--- src/rtl/rf_pkg.sv ---
// Shared register-file types and sizing for the write arbiter slice.
// Optional forwarding is enabled by defining RF_WR_BYPASS_EN (see rf_write_arbiter).
package rf_pkg;
   localparam int RF_W        = 8;
   localparam int RF_D        = 4;
   localparam int RF_NREQ_MAX = 4;

   typedef logic [RF_D-1:0] rf_addr_t;
   typedef logic [RF_W-1:0] rf_data_t;

   typedef struct packed {
      rf_addr_t addr;
      rf_data_t data;
   } rf_wr_t;

   // A single requester still needs a one-bit pointer.
   function automatic int rf_ptr_w(input int n);
      return (n > 1) ? $clog2(n) : 1;
   endfunction
endpackage

--- src/rtl/rf_write_arbiter_rr.sv ---
// Combinational round-robin picker.
// Grants the first request at or after ptr, wrapping modulo N.
module rr_arbiter
   import rf_pkg::*;
#(
   parameter int N = 2,
   localparam int PW = rf_ptr_w(N)
) (
   input  logic [N-1:0]  req,
   input  logic          en,
   input  logic [PW-1:0] ptr,
   output logic [N-1:0]  gnt,
   output logic [PW-1:0] gnt_idx
);

   int idx;

   always_comb begin
      gnt     = '0;
      gnt_idx = '0;
      idx     = 0;
      if (en) begin
         // Walk from the farthest offset back to ptr so the closest request wins.
         for (int k = N - 1; k >= 0; k--) begin
            idx = int'(ptr) + k;
            if (idx >= N) idx -= N;
            if (req[idx]) begin
               gnt      = '0;
               gnt[idx] = 1'b1;
               gnt_idx  = PW'(idx);
            end
         end
      end
   end

endmodule

--- src/rtl/rf_write_arbiter.sv ---
// Round-robin arbiter sharing the register-file write port among N_REQ sources.
// Define RF_WR_BYPASS_EN to add read-port forwarding of the pending write.
module rf_write_arbiter
   import rf_pkg::*;
#(
   parameter int W       = RF_W,
   parameter int D       = RF_D,
   parameter int N_REQ   = 2,
   parameter int ZERO_WR = 0
) (
   input  logic               Clk,
   input  logic               Rst_n,
   input  logic               Hold,
   input  logic [N_REQ-1:0]   ReqValid,
   input  logic [N_REQ*D-1:0] ReqAddr,
   input  logic [N_REQ*W-1:0] ReqData,
   output logic [N_REQ-1:0]   ReqReady,
   output logic               WriteEn,
   output logic [D-1:0]       Waddr,
   output logic [W-1:0]       DataIn
`ifdef RF_WR_BYPASS_EN
   ,
   input  logic [D-1:0]       RaddrA,
   input  logic [D-1:0]       RaddrB,
   input  logic [W-1:0]       RfDataA,
   input  logic [W-1:0]       RfDataB,
   output logic [W-1:0]       FwdDataA,
   output logic [W-1:0]       FwdDataB
`endif
);

   localparam int PW = rf_ptr_w(N_REQ);

   logic [PW-1:0]    ptr_q, ptr_d;
   logic [PW-1:0]    gnt_idx;
   logic [N_REQ-1:0] gnt;
   logic             transfer;
   logic [D-1:0]     sel_addr;
   logic [W-1:0]     sel_data;
   logic             wen_q, wen_d;
   logic [D-1:0]     waddr_q, waddr_d;
   logic [W-1:0]     wdata_q, wdata_d;

   // Rst_n gates the grant so nothing is acknowledged while reset is asserted.
   rr_arbiter #(.N(N_REQ)) u_rr (
      .req     (ReqValid),
      .en      (Rst_n && !Hold),
      .ptr     (ptr_q),
      .gnt     (gnt),
      .gnt_idx (gnt_idx)
   );

   assign ReqReady = gnt;

   always_comb begin
      transfer = |gnt;
      sel_addr = ReqAddr[int'(gnt_idx)*D +: D];
      sel_data = ReqData[int'(gnt_idx)*W +: W];
      ptr_d    = ptr_q;
      if (transfer) begin
         ptr_d = (int'(gnt_idx) == N_REQ - 1) ? '0 : gnt_idx + 1'b1;
      end
      // A granted write to r0 is consumed but suppressed when r0 is hard-wired.
      wen_d   = transfer && !((ZERO_WR != 0) && (sel_addr == '0));
      waddr_d = transfer ? sel_addr : waddr_q;
      wdata_d = transfer ? sel_data : wdata_q;
   end

   always_ff @(posedge Clk or negedge Rst_n) begin
      if (!Rst_n) begin
         ptr_q   <= '0;
         wen_q   <= 1'b0;
         waddr_q <= '0;
         wdata_q <= '0;
      end else begin
         ptr_q   <= ptr_d;
         wen_q   <= wen_d;
         waddr_q <= waddr_d;
         wdata_q <= wdata_d;
      end
   end

   assign WriteEn = wen_q;
   assign Waddr   = waddr_q;
   assign DataIn  = wdata_q;

`ifdef RF_WR_BYPASS_EN
   assign FwdDataA = (wen_q && (waddr_q == RaddrA) && !((ZERO_WR != 0) && (RaddrA == '0)))
                     ? wdata_q : RfDataA;
   assign FwdDataB = (wen_q && (waddr_q == RaddrB) && !((ZERO_WR != 0) && (RaddrB == '0)))
                     ? wdata_q : RfDataB;
`endif

endmodule

--- config.mk ---
export PLATFORM = sky130hd
export DESIGN_NAME = rf_write_arbiter
export DESIGN_NICKNAME = d
export VERILOG_FILES = /design/src/rtl/rf_pkg.sv /design/src/rtl/rf_write_arbiter_rr.sv /design/src/rtl/rf_write_arbiter.sv
export SDC_FILE = /design/constraint.sdc
export NUM_CORES = 1
export LEC_CHECK = 0
export BUFFER_PORTS_ARGS = -buffer_cell sky130_fd_sc_hd__buf_4
export CORE_UTILIZATION = 43
export CTS_CLUSTER_SIZE = 12
export DETAILED_ROUTE_END_ITERATION = 8
export PLACE_DENSITY = 0.89
export SLEW_MARGIN = 40
export SYNTH_ARGS = -nofsm -noshare
export SYNTH_HDL_FRONTEND = slang
export SYNTH_SLANG_ARGS = --single-unit
--- constraint.sdc ---
create_clock -name Clk -period 1.6 [get_ports Clk]
set_clock_uncertainty 0.05 [all_clocks]
set_input_delay 0.32 -clock Clk [delete_from_list [all_inputs] [get_ports Clk]]
set_output_delay 0.32 -clock Clk [all_outputs]
set_load 0.01 [all_outputs]
Word level (Yosys, flattened, before mapping)
Cells that the tools add are included.
Widths: inputs -> output; s select.
{"block": "word_totals", "in_bits": 29, "register_bits": 14}
{"block": "classes", "order_cmp": 6, "n_reduce_logical": 5, "n_shift": 2, "muxes": 21, "n_addsub": 4}
{"cell": "$mux 32", "count": 4}
{"cell": "$ge 32x1->1 const B", "count": 2}
{"cell": "$lt 32x3->1 const B", "count": 2}
{"cell": "$ge 32x3->1 const B", "count": 1}
{"cell": "$sub 32x3->32 const B", "count": 1}
{"cell": "$shiftx 16x5->8", "count": 1}
{"cell": "$mux 1", "count": 12}
{"cell": "$shiftx 8x4->4", "count": 1}
{"cell": "$mux 2", "count": 3}
{"cell": "$logic_and 1x1->1", "count": 3}
{"cell": "$sub 1x2->3 const B", "count": 1}
{"cell": "$add 1x1->2 const B", "count": 1}
{"cell": "$demux 1 s1", "count": 2}
{"cell": "$ge 1x2->1 const B", "count": 1}
{"cell": "$reduce_or 2->1", "count": 1}
{"cell": "$add 1x1->1 const B", "count": 1}
{"cell": "$logic_not 1->1", "count": 1}

Longest topological paths before layout
{"block": "depth", "ltp_word": 12, "depth_mapped": 4, "mapped_depth_nobuf": 3}

Hierarchy
Synthesis repeated with hierarchy kept, for this count alone.
{"block": "unflattened", "cells_unflattened": 66, "area_unflattened_um2": 720.7}
{"module": "rf_write_arbiter", "cells_per_inst": 60, "area_each_um2": 691.9, "instances": 1}
{"module": "rr_arbiter", "cells_per_inst": 6, "area_each_um2": 28.8, "instances": 1}

Worst setup path before layout
No wires, ideal clock.
{"block": "synth_path", "path_type": "input to output", "start": "in Hold", "end": "out ReqReady[1]", "stages": 3, "path_slack_ns": 0.311, "arrival_ns": 0.919, "required_time_ns": 1.230, "cell_sequence": "and3b_4 -> and2_4 -> buf_6"}
{"block": "synth_between", "elab_chain_cells": 3}
{"item": "start, declared", "line_no": "rf_write_arbiter.sv:13", "rtl": "input logic Hold,"}
{"item": "$logic_not 1->1", "line_no": "rf_write_arbiter.sv:47", "rtl": ".en (Rst_n && !Hold),"}
{"item": "$logic_and 1x1->1", "line_no": "rf_write_arbiter.sv:47"}
{"item": "$mux 2", "line_no": "rf_write_arbiter_rr.sv:22", "rtl": "if (en) begin"}
{"item": "end, declared", "line_no": "rf_write_arbiter.sv:17", "rtl": "output logic [N_REQ-1:0] ReqReady,"}
No other way between the ends.

Worst setup path after layout
{"block": "layout_path", "start": "reg ptr_q", "end": "out ReqReady[1]"}
{"block": "layout_between", "elab_chain_cells": 11, "word_cells_on_any_way": 28, "classes_between": "3 x add/sub; 6 x order compare; 17 x mux; 2 x reduce/logical"}
{"item": "start, declared", "line_no": "rf_write_arbiter.sv:34", "rtl": "logic [PW-1:0] ptr_q, ptr_d;"}
{"item": "start signal, assigned", "line_no": "rf_write_arbiter.sv:76", "rtl": "ptr_q <= ptr_d;"}
{"item": "$add 1x1->2", "line_no": "rf_write_arbiter_rr.sv:25", "rtl": "idx = int'(ptr) + k;"}
{"item": "$sub 32x3->32 or $ge 32x3->1 (tied branches)", "line_no": "rf_write_arbiter_rr.sv:26", "rtl": "if (idx >= N) idx -= N;"}
{"item": "$mux 32", "line_no": "rf_write_arbiter_rr.sv:26"}
{"item": "$mux 32", "line_no": "rf_write_arbiter_rr.sv:22"}
{"item": "$ge 32x1->1 (implied by the code) or $lt 32x3->1 (tied branches)", "line_no": "rf_write_arbiter_rr.sv:29", "rtl": "gnt[idx] = 1'b1;"}
{"item": "$logic_and 1x1->1 (implied by the code)", "line_no": "rf_write_arbiter_rr.sv:29"}
{"item": "$mux 1 (implied by the code)", "line_no": "rf_write_arbiter_rr.sv:29"}
{"item": "$demux 1 s1"}
{"item": "$mux 2", "line_no": "rf_write_arbiter_rr.sv:27", "rtl": "if (req[idx]) begin"}
{"item": "$mux 2 (*)", "line_no": "rf_write_arbiter_rr.sv:27"}
{"item": "$mux 2 (*)", "line_no": "rf_write_arbiter_rr.sv:22"}
Mark *: on every way between the ends. The rest lies on a longest branch, timed or not. The select of a mux whose other input is x is not followed.

==> run metrics <==
main combinational cell family by area after synthesis=compound AO/OA/AOI/OAI gates; Sink Count=14; IO Pins=44; clk buf depth=2; relative slew slack=57.28%; CP required=1.23 ns; Gates resized, CTS repair=0; Fmax=650.2 MHz; via count=780; Final Cycle Share=96.12%; root buffer cell=clkbuf_4; synth warn=0; Worst Reg2Reg Path Length in Cells=4; Post-route DRC=0; synthesized-area fraction occupied by adder cells=0%; IO Port Bufs=43; TritonCTS Buffers=3; WP data arrival=between 1 and 1.5 ns; Pleak=0.5866 nW; vias per cell=about 5; Final setup viols=0; DRT Pass-1 Iters=4; Seq cells post-synth=14; PwrDens=between 800 and 900 nW/µm²; total power draw=1.069 mW; prevailing post-synth register cell=dfrtp_1; Worst Path Max Fanout=9; asr flop ratio synth=100.0%; gr ovfl total=0; pre-CTS WS=between 0.15 and 0.2 ns; Synth Area per Inst=9.900 µm²; Final #Nets=158; min-delay worst type=in -> reg; Clock transition at path regs=0.08 ns; Skew-Pair Late Insertion Delay=0.28 ns; synth top area cells=dfrtp_1, o311ai_2, nand3_1, o21ai_0, inv_1; Min Clock Period, post-route=around 1.5 ns; critical path launch point type=flip-flop; Std-Cell Rows=15; GRT Overall Usage=between 20% and 30%; post-synthesis sequential area ratio=44.23%; WL/cell=13.68 µm; Final WS setup=roughly 0.062 ns; first-pass GRT wire length=3.312 mm; GR Layer Usage met3=under 10%; largest net degree at the start of global routing=14; Total Routed Length=2.093 mm; starting density of the core=between 40% and 50%; Hold Path Origin=ReqData[15]; GP Congestion=0.7808; worst slew pin tran=0.6384 ns; dpl hpwl=about 1.7 mm; simple-gate share of the synthesized area=13.59%; CP Capture Type=primary output; 1st-iter DRT viols=15; met2 Resource Use GR=~40%; Core Area=~1700 µm²; Compound-Gate Fraction of Synth Area=about a third; die area=roughly 2000 µm²; Die Y=44.92 µm; Max VDD drop=between 0.0004 and 0.0005 V; Max Cap Viol=0; met1 GRT Util=28.32%; status=complete, no violations; Hold Fails Final Rpt=0; reg2reg start=ptr_q$_DFFE_PN0P_; Min Hold Slack=0.2349 ns; number of enable flip-flop cells after synthesis=0; Mapped Area=792.0 µm²; max-slew violation count=0; setup TNS=0 ns; final core occ=between 60% and 70%; htree depth=1; Syn Inst Count=80; Min-Delay Path Depth=3; Yosys cell types=18; RSZ-0062 raised after global routing=false; vias in the first global route=roughly 760; Post-synth top cells=dfrtp_1, inv_1, nand3_1, o21ai_0, o311ai_2; crit path from=ptr_q$_DFFE_PN0P_; layout cells sized above 1=50.00%; Routed Antenna Nets=0; share of the synthesized area in the top cell type=44.23%; Yosys top cell by area=dfrtp_1; Syn Nets=109; ANT cells=0; XOR/XNOR Fraction of Synth Area=0%; mux cell area share after synthesis=0%; initial antenna violation count=0; CTS tree=done; Area Growth Syn to Fin=52.13%; busiest metal layer after global routing=met2; Die X=44.92 µm; critical path class=reg -> out
[layout by cell type, fill, tap and decap left out, types with 2 or more instances in the layout]
cell type,n
dfrtp_1,14
o21ai_0,12
o311ai_2,9
inv_1,14
buf_4,49
clkbuf_4,3
nand3_1,12
o311ai_1,3
nand2b_1,2
[worst max-delay path, stage by stage (launching register included)]
cell,delay [ns]
dfrtp_1,0.40
nand2b_1,0.16
and2_4,0.18
buf_4,0.15
[final timing paths]
path	to	slack, ns
min reg2reg	DataIn[5]$_DFFE_PN0P_	0.47
max in group asynchronous	Waddr[3]$_DFFE_PN0P_	0.67
min	DataIn[7]$_DFFE_PN0P_	0.23
max reg2reg	Waddr[1]$_DFFE_PN0P_	0.29
min in group asynchronous	DataIn[4]$_DFFE_PN0P_	0.41
max	ReqReady[1]	0.06
[metal layers]
metal | up-vias | routed length (µm)
li1 | 384 | -
met3 | 2 | 103
met5 | - | 0
met2 | 30 | 1144
met4 | 0 | 12
met1 | 364 | 832
[registers in the layout, summed over array words and instances (netlist names)]
name / flops
Waddr: 4
WriteEn: 1
ptr_q: 1
DataIn: 8
[area by class of cell]
class	instances	area (µm²)
clock buffer	4	36.28
inverter	14	52.55
tap	25	31.28
timing repair buffer	50	377.9
fill	132	521.8
multi-input combinational	46	356.6
sequential	14	350.3
[kinds of logic (layout without fill, tap and decap cells)]
logic type | after synthesis | after routing
DFF | 14 | 14
AOI/OAI and AO/OA | 27 | 27
and+or+nand+nor | 19 | 19
buffers and inverters | 20 | 68
[per-stage QoR]
| step | cells | cell area [µm²] |
|---|---|---|
| floorplan | 80 | 792.0 |
| global placement | 147 | 1151 |
| detailed placement | 147 | 1151 |
| CTS | 152 | 1197 |
| global route | 153 | 1205 |
| finish | 153 | 1205 |
[power breakdown]
| group | switching, mW | internal, mW |
|---|---|---|
| logic | 0.164 | 0.200 |
| registers | 0.0308 | 0.416 |
| clock network | 0.120 | 0.139 |
[what timing repair did]
action / 4_1_cts / 5_1_grt
endpoints found under the setup margin: 0 / 1
buffers inserted: 0 / 1
endpoints found under the hold margin: 14 / 0
hold buffers: 1 / 0
No activity file was read; power rests on OpenSTA's default activity.
